<file path="config.mk">
export PLATFORM = sky130hd
export DESIGN_NAME = vc_pop_arbiter
export DESIGN_NICKNAME = d
export VERILOG_FILES = /design/src/rtl/vc_pop_arbiter.sv
export SDC_FILE = /design/constraint.sdc
export NUM_CORES = 1
export LEC_CHECK = 0
export ABC_AREA = 1
export CORE_MARGIN = 2
export CORE_UTILIZATION = 35
export DETAILED_ROUTE_END_ITERATION = 16
export DONT_BUFFER_PORTS = 1
export GPL_TIMING_DRIVEN = 0
export MAX_ROUTING_LAYER = met4
export PLACE_DENSITY = 0.59
export SLEW_MARGIN = 0
export SYNTH_ARGS = -nofsm -noshare
export SYNTH_HDL_FRONTEND = slang
export SYNTH_SLANG_ARGS = --single-unit
export TNS_END_PERCENT = 5
</file>
<file path="constraint.sdc">
create_clock -name clk -period 2.2 [get_ports clk]
set_input_delay 0.44 -clock clk [delete_from_list [all_inputs] [get_ports clk]]
set_output_delay 0.44 -clock clk [all_outputs]
set_load 0.01 [all_outputs]
</file>
<file path="src/rtl/vc_pop_arbiter.sv">
// rtl/vc_pop_arbiter.sv - VC FIFO drain arbiter routing words to class destinations
// Define VC_ARB_STRICT_PRIO_EN for fixed priority (source 0 highest) instead of round-robin.
module vc_pop_arbiter #(
  parameter int DATA_W = 10,
  parameter int N_SRC  = 4
) (
  input  logic                      clk,
  input  logic                      reset_L,
  input  logic [3:0]                state,
  input  logic [N_SRC-1:0]          fifo_empty,
  input  logic [N_SRC*DATA_W-1:0]   fifo_data,
  input  logic [3:0]                dst_almost_full,
  output logic [N_SRC-1:0]          pop,
  output logic [3:0]                push,
  output logic [DATA_W-1:0]         data_out,
  output logic                      idle
);

  localparam logic [3:0] ST_RESET  = 4'b0001;
  localparam logic [3:0] ST_IDLE   = 4'b0100;
  localparam logic [3:0] ST_ACTIVE = 4'b1000;

  logic [1:0]        sel_q, sel_d;
  logic              v1_q, v1_d;
  logic [DATA_W-1:0] data_q, data_d;
  logic [3:0]        push_q, push_d;
  logic [1:0]        gnt_idx;
  logic              grant;
  logic              arb_en;
  logic [DATA_W-1:0] rd_word;

  assign arb_en = (state == ST_IDLE) || (state == ST_ACTIVE);
  // Destination is unknown until the word is read, so any almost_full stalls grants.
  assign grant  = reset_L && arb_en && (dst_almost_full == 4'b0000) && !(&fifo_empty);

`ifdef VC_ARB_STRICT_PRIO_EN
  always_comb begin
    gnt_idx = 2'd0;
    for (int k = N_SRC - 1; k >= 0; k--) begin
      if (!fifo_empty[k]) gnt_idx = 2'(k);
    end
  end
`else
  logic [1:0] rr_ptr_q, rr_ptr_d;

  always_comb begin
    logic [1:0] cand;
    logic       found;
    gnt_idx = 2'd0;
    found   = 1'b0;
    cand    = 2'd0;
    for (int k = 0; k < N_SRC; k++) begin
      cand = rr_ptr_q + 2'(k);
      if (!found && !fifo_empty[cand]) begin
        gnt_idx = cand;
        found   = 1'b1;
      end
    end
  end

  always_comb begin
    rr_ptr_d = rr_ptr_q;
    if (state == ST_RESET)
      rr_ptr_d = 2'd0;
    else if (grant)
      rr_ptr_d = gnt_idx + 2'd1;
  end

  always_ff @(posedge clk or negedge reset_L) begin
    if (!reset_L)
      rr_ptr_q <= 2'd0;
    else
      rr_ptr_q <= rr_ptr_d;
  end
`endif

  assign pop     = grant ? (N_SRC'(1) << gnt_idx) : '0;
  assign rd_word = fifo_data[int'(sel_q)*DATA_W +: DATA_W];

  // In-flight words always drain; only the RESET state flushes the pipeline.
  always_comb begin
    sel_d  = grant ? gnt_idx : sel_q;
    v1_d   = grant;
    data_d = v1_q ? rd_word : data_q;
    push_d = v1_q ? (4'b0001 << rd_word[DATA_W-1 -: 2]) : 4'b0000;
    if (state == ST_RESET) begin
      sel_d  = 2'd0;
      v1_d   = 1'b0;
      data_d = '0;
      push_d = 4'b0000;
    end
  end

  always_ff @(posedge clk or negedge reset_L) begin
    if (!reset_L) begin
      sel_q  <= 2'd0;
      v1_q   <= 1'b0;
      data_q <= '0;
      push_q <= 4'b0000;
    end else begin
      sel_q  <= sel_d;
      v1_q   <= v1_d;
      data_q <= data_d;
      push_q <= push_d;
    end
  end

  assign push     = push_q;
  assign data_out = data_q;
  assign idle     = (&fifo_empty) & ~v1_q & ~(|push_q);

endmodule

</file>
* Word level (Yosys, flattened, before mapping) *
Cells that the tools add are included.

storage, ports and cells
  bits in registers = 19
  input port bits = 54
  output and inout port bits = 19

operators by class
  shifts and indexed selects = 3
  add/sub/neg operators = 4
  order comparisons = 4
  bitwise gates (word level) = 4
  $mul = 1
  multiplexer cells = 25
  equality and inequality tests = 3
  reductions and logical operators = 18

operator list
  operator                                                              count
  40-bit by 7-bit indexed part select with 10-bit output                1
  10-bit 2-to-1 mux                                                     2
  2-bit 2-to-1 mux                                                      8
  2-bit by 3-bit < comparator with 1-bit output, second input constant  4
  4-bit 2-to-1 mux                                                      3
  1-bit binary-select mux with 2-bit select                             4
  1-bit 2-to-1 mux                                                      8
  1-bit by 2-bit left shift with 4-bit output, first input constant     2
  1-bit logical AND                                                     6
  1-bit logical NOT                                                     6
  2-bit by 3-bit multiplier with 5-bit output, second input constant    1
  2-bit by 1-bit adder with 2-bit output, second input constant         2
  2-bit adder, second input constant                                    2
  4-bit by 1-bit == test with 1-bit output, second input constant       1
  4-bit by 3-bit == test with 1-bit output, second input constant       1
  4-bit == test, second input constant                                  1
  4-bit logical NOT                                                     1
  4-bit AND reduction                                                   1
  2-bit nonzero test                                                    2
  4-bit OR reduction                                                    1
  1-bit AND                                                             2
  1-bit NOT                                                             2
  1-bit logical OR                                                      1

* Depth between registers and ports, before layout *
Gate-level depths: netlist (run 1).

  word-level depth = 15
  gate-level depth with buffers = 14
  mapped depth without buffers = 13

* Least setup slack after synthesis (run 1) *
Ideal clock, no wire load.

  kind = reg-to-output
  start = register rr_ptr_q[0]
  end = output pop[2]
  cell stages (with the launch flop) = 14
  data arrival time = 1.391 ns
  setup slack = 0.369 ns
  buffers on the path = 1
  required time = 1.760 ns
  cells stage by stage = dfrtp_1 -> inv_2 -> buf_6 -> nand2_2 -> nand3_1 -> nand2_1 -> nor2_1 -> nand2_1 -> nand2_1 -> nand2_2 -> inv_1 -> ha_1 -> inv_1 -> nor2_1

between the ends
  longest elaborated chain between the ends = 14
  elaborated cells on any way between the ends = 28
  those cells by class = 3 x add/sub; 1 x shift; 16 x mux; 8 x reduce/logical

RTL lines
  what                                           line  source
  start: declaration                             44    logic [1:0] rr_ptr_q, rr_ptr_d;
  start signal: assignment                       73    rr_ptr_q <= rr_ptr_d;
  2-bit by 1-bit adder with 2-bit output         53    cand = rr_ptr_q + 2'(k);
  1-bit binary-select mux with 2-bit select      54    if (!found && !fifo_empty[cand]) begin
  1-bit 2-to-1 mux (not written as such)         54
  1-bit logical NOT                              54
  1-bit logical AND                              54
  1-bit 2-to-1 mux                               54
  1-bit logical NOT                              54
  1-bit logical AND                              54
  1-bit 2-to-1 mux                               54
  1-bit logical NOT                              54
  1-bit logical AND                              54
  2-bit 2-to-1 mux *                             54
  1-bit by 2-bit left shift with 4-bit output *  77    assign pop = grant ? (N_SRC'(1) << gnt_idx) : '0;
  4-bit 2-to-1 mux *                             77
  end: declaration                               13    output logic [N_SRC-1:0] pop,

Every way passes the cells marked *; elsewhere a longest branch is shown, timed or not. The select of a mux whose other input is x is not followed.

* Worst setup path in the final report (run 1) *
Ends and elaborated chain as after synthesis.

==> results of run 1 <==
per-stage QoR:
| step | std cells | setup WS (ps) | hold WS [ps] | power [W] |
|---|---|---|---|---|
| floorplan | 219 | 368.8 | 144.4 | 0.0004965 |
| global placement | 269 | 205.7 | 145.2 | 0.0005265 |
| detailed placement | 269 | 197.9 | 145.0 | 0.0005281 |
| CTS | 276 | 9.473 | 404.1 | 0.0007879 |
| global route | 277 | -75.64 | 407.5 | 0.0008758 |
| finish | 277 | 43.14 | 405.2 | 0.0008208 |
path summary, 6_finish.rpt:
path,start,endpoint,depth (start not counted),slack (ps)
setup reg to reg,rr_ptr_q[0],rr_ptr_q[1],13,560
hold reg to reg,data_out[3],data_out[3],2,580
min in group asynchronous,reset_L,data_out[7],1,720
hold / removal,dst_almost_full[2],v1_q,3,410
setup / recovery,rr_ptr_q[0],pop[2],14,40
max in group asynchronous,reset_L,rr_ptr_q[1],1,910
where the power goes:
| group | internal (W) | total [W] | switching [W] |
|---|---|---|---|
| sequential | 0.000359 | 0.000371 | 0.0000118 |
| combinational | 0.0000807 | 0.000209 | 0.000129 |
| clock | 0.000129 | 0.000240 | 0.000112 |
| total | 0.000569 | 0.000821 | 0.000252 |
cell usage in the layout (no fill, tap or decap), drive strengths merged:
master,synthesis,routed
o22ai,8,8
nand2,65,65
clkbuf,4,8
and2,2,2
dlygate4sd3,0,1
nor2,30,30
nand4,4,4
or3,1,1
o21ai,21,21
a21oi,3,3
nand3b,1,1
nor4,1,1
o21a,1,1
nor3,3,3
xor2,1,1
a21boi,1,1
buf,7,10
nand3,27,27
inv,18,18
dfrtp,19,19
o22a,1,1
ha,1,1
layout make-up:
cell class / instances / area [sq um] / share of cell area [%]
tap: 50 / 62.56 / 3.685
buffer: 11 / 70.07 / 4.127
inverter: 18 / 70.07 / 4.127
sequential: 19 / 476.7 / 28.08
multi-input combinational: 171 / 940.9 / 55.42
clock buffer: 4 / 45.04 / 2.653
timing repair buffer: 4 / 32.53 / 1.916
cells by family (layout without fill, tap and decap cells):
family	Yosys count	in the layout
compound gates	35	35
xor+xnor	1	1
fa+ha+maj	1	1
buf+inv	29	37
flops	19	19
simple gates	134	134
routing by layer:
metal  wire length [microns]  global-route usage, %  vias up  part of all wire, %
li1                        -                      -      734                    -
met1                    1542                  22.40      714                   39
met2                    2070                  28.19       56                   52
met3                     269                  4.500       10                  6.8
met4                      86                  8.673        0                  2.2
met5                       0                      -        -                    0
flip-flops by register name (all words and copies together), names as in the netlist:
name      count
data_out     10
push          4
rr_ptr_q      2
sel_q         2
v1_q          1
critical path, stage by stage (launching register included):
cell and delay, ps:
dfrtp_1 400, inv_2 100, buf_12 140, nand2_1 50, nand2_1 80, nand2_1 70
nand2_1 70, nand2_1 50, nand2_1 70, nand2_2 60, nand2_4 80, inv_2 50
ha_4 150, inv_2 60, nor2_4 40
timing repair:
action / CTS / global route
hold endpoints to repair: 19 / 0
pin swaps: 1 / 18
cloned: 0 / 0
setup endpoints to repair: 1 / 4
buffers inserted: 2 / 1
resized for setup: 5 / 35
hold buffers: 1 / 0
==> reports/qor.csv, run 1 <==
metric,value,unit
pwr/cell area,483.4,nW/um^2
Tightest Hold Check Type,in -> reg,
Pleak,0.8221,nW
minimum clock period,2157,ps
post-synthesis cell type count,28,
Arrival @ worst endpoint,1720,ps
Slew @ Worst Pin,823.5,ps
#FFs+latches synth,19,
Finish-stage setup viols,0,
Max Slew Vio Count,0,
number of remaining DRC errors,0,
adder-cell share of the synthesized area,0.8865,%
largest net degree at the start of global routing,20,
vias per cell,5.466,
slew margin rel.,44.92,%
design area,1698,sq um
CTS tree,done,
Synth Area in Compound Gates,13.74,%
simple-gate share of the synthesized area,41.93,%
Ys Warns,0,
Post-synth ARST share,100.0,%
max-cap violations,0,
CP Capture Type,output port,
core area,3943,sq um
Die ar.,4556,sq um
worst-case clock buffer depth,2,
"top cells by count, synth","57 x nand2_1, 29 x nor2_1, 27 x nand3_1",
antenna fix cells,0,
Worst Path Required,1760,ps
worst skew pair latency,260,ps
sequential share of the synthesized area,33.69,%
dpl cell area,1474,sq um
1st-pass router iterations,4,
skew final,0.9747,ps
Critical Path Start Type,register,
routability cong.,0.8839,
FMAX,0.4636,GHz
Mapped Nets,274,
area grow syn2layout,20.30,%
Final Hold Viols,0,
die span in x,67.50,microns
Final TNS setup,0,ps
leading post-synthesis cells by cell area,"dfrtp_1 34%, nand2_1 15%, nand3_1 9.6%",
CTS root buf,clkbuf_8,
Tcrit/Tclk final,98.04,%
num ports,73,
overall routing resource usage,18.28,%
status,finished clean,
DPL Wire Length,2868,microns
RSZ-0062 raised after global routing,true,
cell count after synthesis,219,
number of synthesized flops with an enable pin,0,
H-tree levels,1,
Post-DRT Antenna Nets,0,
Synth Cell Area,1411,sq um
grt ovf,0,
row cnt,23,
DRT iter0 DRCs,104,
vias in the first global route,1336,
share of the synthesized area in the top cell type,33.69,%
PortBufs,0,
"Top FF cell, synth",dfrtp_1,
fillers,419,
mux share of post-synthesis cell area,0,%
vias post-DR,1514,
first-pass GRT wire length,6030,microns
initial core utilization,35.80,%
Worst-path clk slew,70,ps
Avg Inst Size Synth,6.445,sq um
Synth area leader,dfrtp_1,
CTS Buf Count,3,
Max Fanout on Critical Path,8,
most frequent cell after synthesis,nand2_1,
share of cells above drive strength 1,21.59,%
Routed WL,3968,microns
largest family of logic cells by synthesized area,simple AND/OR/NAND/NOR gates,
antenna violations before repair,0,
Final Util,43.07,%
Crit Path Class,reg -> out,
VDD IR-drop max,235.9,uV
Final Net Count,283,
Routed WL per cell,14.32,microns
Synth Area in XOR/XNOR,0.6206,%
height of the die,67.50,microns
clk sinks,19,
No activity file was read; power rests on OpenSTA's default activity.
==> run 2, diff against run 1 <==
--- a/config.mk
+++ b/config.mk
@@ -8,6 +8,7 @@
 export ABC_AREA = 1
 export CORE_MARGIN = 2
 export CORE_UTILIZATION = 35
+export CTS_CLUSTER_SIZE = 30
 export DETAILED_ROUTE_END_ITERATION = 16
 export DONT_BUFFER_PORTS = 1
 export GPL_TIMING_DRIVEN = 0
==> results of run 2 <==
The final DEF is identical to that of run 1; final timing and power are the same.
